===== config.mk =====
export PLATFORM = sky130hd
export DESIGN_NAME = jump_game_fsm_flat
export DESIGN_NICKNAME = d
export VERILOG_FILES = /design/src/rtl/jump_game_fsm_pkg.sv /design/src/rtl/jump_game_fsm_if.sv /design/src/rtl/jump_game_fsm_frame_counter.sv /design/src/rtl/jump_game_fsm.sv /design/src/flat_wrapper.sv
export SDC_FILE = /design/constraint.sdc
export NUM_CORES = 1
export LEC_CHECK = 0
export ABC_AREA = 1
export BUFFER_PORTS_ARGS = -buffer_cell sky130_fd_sc_hd__buf_4
export CAP_MARGIN = 40
export CORE_MARGIN = 5
export CORE_UTILIZATION = 56
export CTS_CLUSTER_DIAMETER = 100
export DETAILED_ROUTE_END_ITERATION = 10
export GPL_TIMING_DRIVEN = 0
export PLACE_DENSITY = 0.78
export SYNTH_ARGS = -nofsm -noshare
export SYNTH_HDL_FRONTEND = slang
export SYNTH_SLANG_ARGS = --single-unit

===== constraint.sdc =====
create_clock -name Clock -period 1.64 [get_ports Clock]
set_input_delay 0.328 -clock Clock [delete_from_list [all_inputs] [get_ports Clock]]
set_output_delay 0.328 -clock Clock [all_outputs]
set_load 0.02 [all_outputs]

===== src/rtl/jump_game_fsm_pkg.sv =====
// Shared types and constants for the Doodle-Jump game-flow controller.
// State encodings double as the screen-select codes driven on outstate.
package jump_game_fsm_pkg;

   typedef enum logic [2:0] {
      StMainMenu   = 3'b000,
      StLoading    = 3'b001,
      StGame       = 3'b010,
      StPause      = 3'b011,
      StRefreshing = 3'b100,
      StInit       = 3'b101,
      StGameOver   = 3'b110
   } state_e;

   localparam logic [2:0] ScrMenu     = 3'b000;
   localparam logic [2:0] ScrLoading  = 3'b001;
   localparam logic [2:0] ScrGame     = 3'b010;
   localparam logic [2:0] ScrPause    = 3'b011;
   localparam logic [2:0] ScrRefresh  = 3'b100;
   localparam logic [2:0] ScrInit     = 3'b101;
   localparam logic [2:0] ScrGameOver = 3'b110;

   localparam logic [7:0] KeySpace = 8'd44;
   localparam logic [7:0] KeyEsc   = 8'd41;

   function automatic logic [2:0] screen_code(state_e s);
      logic [2:0] code;
      unique case (s)
         StMainMenu:   code = ScrMenu;
         StLoading:    code = ScrLoading;
         StGame:       code = ScrGame;
         StPause:      code = ScrPause;
         StRefreshing: code = ScrRefresh;
         StInit:       code = ScrInit;
         StGameOver:   code = ScrGameOver;
         default:      code = ScrInit;
      endcase
      return code;
   endfunction

   function automatic int unsigned max3(int unsigned a, int unsigned b, int unsigned c);
      int unsigned m;
      m = (a > b) ? a : b;
      return (m > c) ? m : c;
   endfunction

endpackage


===== src/rtl/jump_game_fsm_if.sv =====
// Game-flow controller signal bundle: frame/key/playfield inputs and screen outputs.
interface jump_game_fsm_if;

   logic       frame_tick;
   logic [7:0] Keycode;
   logic       refresh_en;
   logic       trigger;
   logic       player_dead;
   logic [2:0] outstate;
   logic       loadplat;
   logic       new_game;
   logic       refresh_timeout;

   modport master (
      output frame_tick, Keycode, refresh_en, trigger, player_dead,
      input  outstate, loadplat, new_game, refresh_timeout
   );

   modport slave (
      input  frame_tick, Keycode, refresh_en, trigger, player_dead,
      output outstate, loadplat, new_game, refresh_timeout
   );

endinterface


===== src/rtl/jump_game_fsm_frame_counter.sv =====
// Saturating frame counter with synchronous clear; clear wins over tick.
module frame_counter #(
   parameter int unsigned Width = 8
) (
   input  logic             Clock,
   input  logic             Reset,
   input  logic             clr,
   input  logic             tick,
   output logic [Width-1:0] out
);

   logic [Width-1:0] cnt_q, cnt_d;

   always_comb begin
      cnt_d = cnt_q;
      if (clr) begin
         cnt_d = '0;
      end else if (tick && (cnt_q != '1)) begin
         cnt_d = cnt_q + 1'b1;
      end
   end

   always_ff @(posedge Clock or posedge Reset) begin
      if (Reset) begin
         cnt_q <= '0;
      end else begin
         cnt_q <= cnt_d;
      end
   end

   assign out = cnt_q;

endmodule


===== src/rtl/jump_game_fsm.sv =====
// Top-level Doodle-Jump game-flow FSM: menu, loading, play, pause, refresh, game over.
// Keys are edge-detected against the previous cycle's keycode so held keys fire once.
module jump_game_fsm
   import jump_game_fsm_pkg::*;
#(
   parameter int unsigned LOAD_FRAMES     = 60,
   parameter int unsigned REFRESH_TIMEOUT = 120,
   parameter int unsigned OVER_HOLD       = 90,
   parameter logic [7:0]  KEY_START       = KeySpace,
   parameter logic [7:0]  KEY_PAUSE       = KeyEsc
) (
   input logic           Clock,
   input logic           Reset,
   jump_game_fsm_if.slave bus
);

   localparam int unsigned MaxFrames = max3(LOAD_FRAMES, REFRESH_TIMEOUT, OVER_HOLD);
   localparam int unsigned CNT_W     = $clog2(MaxFrames) + 1;

   localparam logic [CNT_W-1:0] LoadCnt    = CNT_W'(LOAD_FRAMES);
   localparam logic [CNT_W-1:0] RefreshCnt = CNT_W'(REFRESH_TIMEOUT);
   localparam logic [CNT_W-1:0] HoldCnt    = CNT_W'(OVER_HOLD);

   state_e           state_q, state_d;
   logic [7:0]       prev_key_q;
   logic             new_game_q, new_game_d;
   logic             rto_q, rto_d;
   logic             rto_set;
   logic             press_start, press_pause;
   logic             cnt_clr, cnt_tick;
   logic [CNT_W-1:0] count;

   assign press_start = (bus.Keycode == KEY_START) && (prev_key_q != KEY_START);
   assign press_pause = (bus.Keycode == KEY_PAUSE) && (prev_key_q != KEY_PAUSE);

   always_comb begin
      state_d = state_q;
      rto_set = 1'b0;
      unique case (state_q)
         StInit:     state_d = StMainMenu;
         StMainMenu: if (press_start) state_d = StLoading;
         StLoading:  if (count == LoadCnt) state_d = StGame;
         StGame: begin
            if (bus.player_dead) begin
               state_d = StGameOver;
            end else if (press_pause) begin
               state_d = StPause;
            end else if (bus.refresh_en) begin
               state_d = StRefreshing;
            end
         end
         StPause:    if (press_pause) state_d = StGame;
         StRefreshing: begin
            // A trigger arriving on the timeout cycle counts as a normal completion.
            if (bus.trigger) begin
               state_d = StGame;
            end else if (count == RefreshCnt) begin
               state_d = StGame;
               rto_set = 1'b1;
            end
         end
         StGameOver: if (press_start && (count >= HoldCnt)) state_d = StLoading;
         default:    state_d = StInit;
      endcase

      new_game_d = (state_d == StLoading) && (state_q != StLoading);
      rto_d      = new_game_d ? 1'b0 : (rto_q | rto_set);
   end

   assign cnt_clr  = (state_d != state_q);
   assign cnt_tick = bus.frame_tick &&
                     ((state_q == StLoading) || (state_q == StRefreshing) ||
                      (state_q == StGameOver));

   frame_counter #(
      .Width(CNT_W)
   ) u_cnt (
      .Clock(Clock),
      .Reset(Reset),
      .clr  (cnt_clr),
      .tick (cnt_tick),
      .out  (count)
   );

   always_ff @(posedge Clock or posedge Reset) begin
      if (Reset) begin
         state_q    <= StInit;
         prev_key_q <= 8'd0;
         new_game_q <= 1'b0;
         rto_q      <= 1'b0;
      end else begin
         state_q    <= state_d;
         prev_key_q <= bus.Keycode;
         new_game_q <= new_game_d;
         rto_q      <= rto_d;
      end
   end

   assign bus.outstate        = screen_code(state_q);
   assign bus.loadplat        = (state_q == StLoading);
   assign bus.new_game        = new_game_q;
   assign bus.refresh_timeout = rto_q;

endmodule


===== src/flat_wrapper.sv =====
// flat-port wrapper written by rule: the top's interface ports become plain ports
module jump_game_fsm_flat import jump_game_fsm_pkg::*;
#(
   parameter int unsigned LOAD_FRAMES     = 60,
   parameter int unsigned REFRESH_TIMEOUT = 120,
   parameter int unsigned OVER_HOLD       = 90,
   parameter logic [7:0]  KEY_START       = KeySpace,
   parameter logic [7:0]  KEY_PAUSE       = KeyEsc
)
  (Clock, Reset, bus_frame_tick, bus_Keycode, bus_refresh_en, bus_trigger, bus_player_dead, bus_outstate, bus_loadplat, bus_new_game, bus_refresh_timeout);
  jump_game_fsm_if bus_i ();
  input logic Clock;
  input logic Reset;
  input wire logic [$bits(bus_i.frame_tick)-1:0] bus_frame_tick;
  input wire logic [$bits(bus_i.Keycode)-1:0] bus_Keycode;
  input wire logic [$bits(bus_i.refresh_en)-1:0] bus_refresh_en;
  input wire logic [$bits(bus_i.trigger)-1:0] bus_trigger;
  input wire logic [$bits(bus_i.player_dead)-1:0] bus_player_dead;
  output wire logic [$bits(bus_i.outstate)-1:0] bus_outstate;
  output wire logic [$bits(bus_i.loadplat)-1:0] bus_loadplat;
  output wire logic [$bits(bus_i.new_game)-1:0] bus_new_game;
  output wire logic [$bits(bus_i.refresh_timeout)-1:0] bus_refresh_timeout;
  assign bus_i.frame_tick = bus_frame_tick;
  assign bus_i.Keycode = bus_Keycode;
  assign bus_i.refresh_en = bus_refresh_en;
  assign bus_i.trigger = bus_trigger;
  assign bus_i.player_dead = bus_player_dead;
  assign bus_outstate = bus_i.outstate;
  assign bus_loadplat = bus_i.loadplat;
  assign bus_new_game = bus_i.new_game;
  assign bus_refresh_timeout = bus_i.refresh_timeout;
  jump_game_fsm #(.LOAD_FRAMES(LOAD_FRAMES), .REFRESH_TIMEOUT(REFRESH_TIMEOUT), .OVER_HOLD(OVER_HOLD), .KEY_START(KEY_START), .KEY_PAUSE(KEY_PAUSE)) u_core (.Clock(Clock), .Reset(Reset), .bus(bus_i));
endmodule

==> metrics.txt, run 1 <==
status=finished with violations; failing checks=negative setup slack; total nets after synthesis=approximately 230; kind of launch point of the worst setup path=register; number of input and output port buffers inserted=19; detail-routed via count per cell=roughly 5.1; wire length of the first global-routing pass=about 6000 microns; overall track demand over capacity in global routing=21.9%; Tmin final=about 1.7 ns; pwr/cell area=637 mW/mm^2; grt met3 use=3.40%; worst flop-to-flop path endpoint=u_core.u_cnt.out[6]; worst hold margin=0.128 ns; I/O pin total=20; Tot Pwr=around 0.0012 W; depth of the CTS H-tree=1; area growth from synthesis to final layout=37.0%; arrival time at the worst endpoint=approximately 2 ns; Multi-input gate area=882 sq um; adder and majority cell fraction of the synthesized area=~2.6%; prevailing post-synth register cell=dfrtp_1; share of the synthesized area in the top cell type=around a third; met1 demand-to-capacity share in global routing=around 24%; Synth Warn #=0; max-slew violations=0; Num CTS Buffers=3; hold path start=bus_Keycode[4]; share of synthesized flip-flops with an asynchronous set or reset=100%; number of flops mapped to enable cells by yosys=0; aggregate global routing overflow=0; Hold Path Depth=1; netlist area before placement=roughly 0.0014 sq mm; share of the clock period used by the worst path after layout=104%; sink of the worst hold path=u_core.prev_key_q[4]; flip-flop and latch area=between 500 and 600 sq um; maximum vdd ir drop=0.000679 V; half-perimeter wire length of the detailed placement result=about 2600 microns; Cells after Synth=209; buffer type at the clock tree root=clkbuf_4; most used routing layer in global routing=met2; proportion of synthesized area in mux cells=0%; length in cells of the worst reg-to-reg path=12; max-slew headroom at the worst pin=48.0%; placeable core region=about 0.0025 sq mm; routed via count=around 1400; worst-margin pin slew=~0.78 ns; hold violation count in the final report=0; fill cell total of the finished layout=160; critical path start-end classification=register to register; # clock sinks=21; number of global-route vias before repair=around 1400; largest family of logic cells by synthesized area=simple AND/OR/NAND/NOR gates; number of library cell types mapped by synthesis=30; data required time at the worst endpoint=approximately 1.9 ns; GR Util met2=a little over two fifths; Reg2Reg Setup Slack=-0.07 ns; starting density of the core=58.2%; pin count of the biggest net entering global routing=22; die width=just over 60 microns; flop and latch count out of synthesis=21; crit path capture type=register; number of core rows=18; minimum setup slack after placement=-0.140 ns; simple-gate portion of the synthesized area=about 42%; synthesized area divided by synthesized cell count=between 6 and 7 sq um; Total Die Area=between 0.003 and 0.004 sq mm; cell area after placement=0.00161 sq mm; per-cell routed wire length=between 10 and 15 microns; CTS max path bufs=2; final count of negative-setup-slack endpoints=10; worst-skew pair later-pin latency=0.31 ns; PnR worst setup slack=-0.0660 ns; Detailed Routing Iterations Pass 1=6; clock-pin slew on the worst setup and hold paths=0.12 ns; reported leakage power=~1 nW; XOR/XNOR Fraction of Synth Area=under 10%; skew final=approximately 0.006 ns; Peak Freq=around 0.6 GHz; initial antenna violation count=0; FF-to-FF Start=u_core.u_cnt.out[1]; worst-path maximum fanout=8; ratio of cells with drive above 1 in the final layout=roughly two fifths; post-synthesis cell type with the largest combined area=dfrtp_1; cell area after layout=0.00196 sq mm; antenna viol nets, final=0; worst hold path type=input pin to register; count of antenna diodes in the layout=0; total DRC errors in the routed layout=0; RSZ-0062 raised after global routing=true; top cells by area in the synthesized netlist=dfrtp_1, nand2_1, nor2_1; TritonCTS clock tree=done; Final Wtd Congestion=about 0.9; final net count=267; Total Routed Length=between 3000 and 4000 microns; initial detailed-routing violation count=just under 70; max_cap viols=0; sequential area share after synthesis=37.0%; Die H=60.5 microns; synthesized-area fraction occupied by ao, oa, aoi and oai cells=around 3.9%
[worst max-delay path: stages (launching register included)]
cell and delay (ns):
dfrtp_2 0.47, inv_2 0.12, ha_4 0.16, inv_1 0.06
nor2_4 0.09, nand2_2 0.06, a21oi_2 0.13, nor2_2 0.05
nand3_2 0.08, nand2_2 0.05, nand2_2 0.07, nand3_4 0.16
nor2_2 0.14
[area by class of cell]
cell class / instances / share of cell area [%]
plain buffers: 4 / 1.79
clock buffers: 3 / 1.15
clock inverters: 1 / 0.256
inverters: 38 / 7.54
multi-input cells: 146 / 45.0
flip-flops and latches: 21 / 27.2
well taps: 30 / 1.92
repair buffers: 36 / 15.1
[worst max-delay path by stage]
stage,from,end
after floorplan,u_core.u_cnt.out[0],u_core.u_cnt.out[0]
final,u_core.u_cnt.out[1],u_core.u_cnt.out[6]
after global placement,u_core.u_cnt.out[0],u_core.u_cnt.out[0]
after CTS,u_core.u_cnt.out[0],u_core.u_cnt.out[6]
after detailed placement,u_core.u_cnt.out[0],u_core.u_cnt.out[6]
after global routing,u_core.u_cnt.out[3],u_core.u_cnt.out[2]
[where the power goes]
part           total, W  leakage [nW]  switching [W]  internal (W)
Combinational  0.000416         0.713       0.000227      0.000189
Sequential     0.000573         0.261      0.0000233      0.000550
Clock          0.000257        0.0177       0.000166     0.0000911
[flip-flops by register name, summed over array words and instances, names as in the netlist]
name / flops
u_core.prev_key_q: 8
u_core.state_q: 3
u_core.bus.new_game: 1
u_core.u_cnt.out: 8
u_core.bus.refresh_timeout: 1
[metal layers]
layer | vias up | part of all wire, %
met5 | - | 0
met2 | 35 | 55
met3 | 11 | 3.3
met1 | 671 | 39
met4 | 0 | 2.4
li1 | 717 | -
[cells by family (layout without fill, tap and decap cells)]
kind of cell,after synthesis,after routing
buf+inv,42,82
xor+xnor,5,5
simple gates,129,129
compound gates,9,9
fa+ha+maj,3,3
flops,21,21
[placed cells by master, fill, tap and decap left out, types with 2 or more instances in the layout]
| cell type | instances |
|---|---|
| a21oi_2 | 2 |
| buf_4 | 30 |
| buf_6 | 9 |
| clkbuf_4 | 3 |
| dfrtp_1 | 16 |
| dfrtp_2 | 3 |
| dfstp_2 | 2 |
| ha_4 | 2 |
| inv_1 | 30 |
| inv_2 | 6 |
| inv_4 | 2 |
| nand2_1 | 44 |
| nand2_2 | 9 |
| nand3_1 | 11 |
| nand3_2 | 4 |
| nand3_4 | 2 |
| nand4_1 | 5 |
| nor2_1 | 29 |
| nor2_2 | 15 |
| nor2_4 | 3 |
| o21ai_0 | 2 |
| xor2_1 | 4 |
[per-stage QoR]
step                setup TNS [ns]  std cells  utilization (%)
detailed placement           -1.00        258             65.5
floorplan                        0        209                -
global placement            -0.161        258             65.5
CTS                        -0.0235        272             72.4
global route                 -1.57        279             79.8
finish                      -0.454        279             79.8
[repair_timing]
item,CTS,global route
hold endpoints to repair,0,0
hold buffers,0,0
resized for setup,22,34
pin swaps,8,8
endpoints found under the setup margin,11,13
buffers inserted,10,7
[synth_stat cells, types with 2 or more instances]
library cell	n
nand2_2	5
nor2_4	2
ha_1	3
nor2_1	43
a21oi_1	2
nand3_2	2
xor2_1	5
dfrtp_1	19
nor2_2	2
nand2_1	48
inv_2	4
o21ai_0	3
nand4_1	5
nor3_1	3
dfstp_2	2
inv_1	34
nand3_1	14
Note: power is estimated with default switching activity, not from simulation.
==> inputs of run 2 (changes only) <==
==> constraint.sdc (replaced) <==
create_clock -name Clock -period 1.64 [get_ports Clock]
set_input_delay 0.164 -clock Clock [delete_from_list [all_inputs] [get_ports Clock]]
set_output_delay 0.164 -clock Clock [all_outputs]
set_load 0.02 [all_outputs]
==> run 2 against run 1 <==
  * The run ends with negative hold slack, negative setup slack left
  * Combinational power fell by 1%
  * Critical path depth stayed put
  * Flip-flop and latch count unchanged
  * Die area unchanged
  * Wire length fell by 3.2%
  * First-iteration DRC count increased by 5.9%
  * Sequential share of layout area rose by 0.42 points
  * Fmax up 2.3%
  * Utilization fell by 1.2 points
  * Global-route usage is 0.14 points lower
  * Cell count unchanged
  * Clock-buffer cell count unchanged
  * Critical path type unchanged
  * Critical endpoint is now u_core.u_cnt.out[5]
  * Largest power group unchanged
==> metrics.txt, run 2 (same netlist as run 1, synthesis figures left out) <==
status=finished with violations; failing checks=negative hold slack, negative setup slack; cell area after placement=0.00161 sq mm; detail-routed via count per cell=about 5.2; aggregate global routing overflow=0; half-perimeter wire length of the detailed placement result=~2600 microns; maximum vdd ir drop=0.000636 V; reported leakage power=~0.97 nW; number of global-route vias before repair=approximately 1400; TritonCTS clock tree=done; area growth from synthesis to final layout=34.9%; count of antenna diodes in the layout=0; pin count of the biggest net entering global routing=22; max_cap viols=0; PnR worst setup slack=-0.0283 ns; wire length of the first global-routing pass=5980 microns; cell area after layout=around 0.0019 sq mm; initial antenna violation count=0; final net count=about 270; initial detailed-routing violation count=72; RSZ-0062 raised after global routing=true; most common library cell in the layout ignoring fill and taps=nand2_1; die width=60.5 microns; skew final=roughly 0.003 ns; max-slew violations=0; hold violation count in the final report=19; minimum setup slack after placement=-0.140 ns; number of input and output port buffers inserted=19; starting density of the core=approximately three fifths; Total Die Area=0.00366 sq mm; crit path capture type=register; arrival time at the worst endpoint=1.92 ns; Total Routed Length=3680 microns; CTS max path bufs=2; worst-path maximum fanout=8; number of core rows=18; Peak Freq=0.599 GHz; final count of negative-setup-slack endpoints=9; per-cell routed wire length=about 13 microns; pwr/cell area=approximately 650 mW/mm^2; post-layout instance count excluding filler cells=between 200 and 300; clock-pin slew on the worst setup and hold paths=about 0.12 ns; share of the clock period used by the worst path after layout=102%; critical path start-end classification=register to register; worst-skew pair later-pin latency=between 0.3 and 0.4 ns; Die H=a little over 60 microns; I/O pin total=20; Tmin final=between 1.5 and 2 ns; total DRC errors in the routed layout=0; flip-flop and latch area=approximately 530 sq um; Multi-input gate area=approximately 860 sq um; ratio of cells with drive above 1 in the final layout=between 30% and 40%; data required time at the worst endpoint=~1.9 ns; fill cell total of the finished layout=between 150 and 200; Final Wtd Congestion=approximately 0.90; Setup TNS Final=-0.163 ns; routed via count=1441; antenna viol nets, final=0; worst hold margin=-0.0171 ns; Num CTS Buffers=3; most frequent cells in the layout=nand2_1, inv_1, nor2_1; placed cell count=between 200 and 300; placeable core region=approximately 0.0025 sq mm; worst-margin pin slew=slightly below 0.8 ns; worst hold path type=input pin to async pin; kind of launch point of the worst setup path=register; depth of the CTS H-tree=1; Detailed Routing Iterations Pass 1=4; max-slew headroom at the worst pin=about half; overall track demand over capacity in global routing=21.8%; # clock sinks=21; buffer type at the clock tree root=clkbuf_4
[run 2: changes by cell type in the layout (fill, tap and decap cells not counted), moves of 2 or more]
cell / change
dlygate4sd3_1: +8
buf_6: -7
nor3_1: +2
buf_4: -2
[run 2: path summary, 6_finish.rpt]
check | start | to | slack [ns] | cells after the start
max in group asynchronous | Reset | u_core.u_cnt.out[1] | 1.13 | 2
min | Reset | u_core.u_cnt.out[6] | -0.02 | 2
min reg2reg | u_core.bus.refresh_timeout | u_core.bus.refresh_timeout | 0.63 | 3
max | u_core.u_cnt.out[1] | u_core.u_cnt.out[5] | -0.03 | 12
max reg2reg | u_core.u_cnt.out[1] | u_core.u_cnt.out[5] | -0.03 | 12
min in group Clock | bus_player_dead | u_core.state_q[1] | 0.25 | 5
[run 2: where the power goes]
part	total, W	switching [W]	internal [W]
sequential	0.000574	0.0000244	0.000550
combinational	0.000411	0.000222	0.000189
clock	0.000260	0.000169	0.0000911
[run 2: area by class of cell]
cell class / count / area share (%)
buffer: 4 / 1.43
clock buffer: 3 / 1.17
clock inverter: 1 / 0.260
inverter: 38 / 7.53
multi-input combinational: 146 / 44.8
sequential: 21 / 27.6
tap: 30 / 1.95
timing repair buffer: 36 / 15.2
[run 2: timing repair]
item / 4_1_cts / 5_1_grt
pin swaps: 7 / 12
hold buffers: 8 / 0
cloned: 0 / 0
endpoints found under the setup margin: 10 / 12
gates resized for setup: 17 / 25
setup buffers: 6 / 4
endpoints found under the hold margin: 8 / 0
[run 2: stage by stage]
stage               util, %  hold WS, ns  total power [W]
finish                 78.5      -0.0171          0.00125
global route           78.5       0.0351          0.00131
CTS                    73.9      0.00844          0.00117
detailed placement     65.5        0.284         0.000835
global placement       65.5        0.284         0.000820
floorplan                 -        0.139         0.000746
[run 2: per-layer routing]
layer	wire length, microns	global-route usage, %	part of all wire [%]	vias to the layer above
met1	1440	23.7	39	668
li1	-	-	-	718
met5	0	0	0	-
met2	1980	42.3	54	43
met4	110	7.74	3.0	0
met3	147	3.40	4.0	12
[run 2: critical path, cell delays in order, from the launching register on]
cell and delay [ns]:
dfrtp_2 0.47, inv_2 0.11, ha_4 0.15, inv_1 0.06, nor2_4 0.09, nand2_2 0.06
a21oi_2 0.13, nor2_2 0.05, nand3_2 0.07, nand2_2 0.05, nand2_2 0.08, nand3_4 0.14
nor2_2 0.14
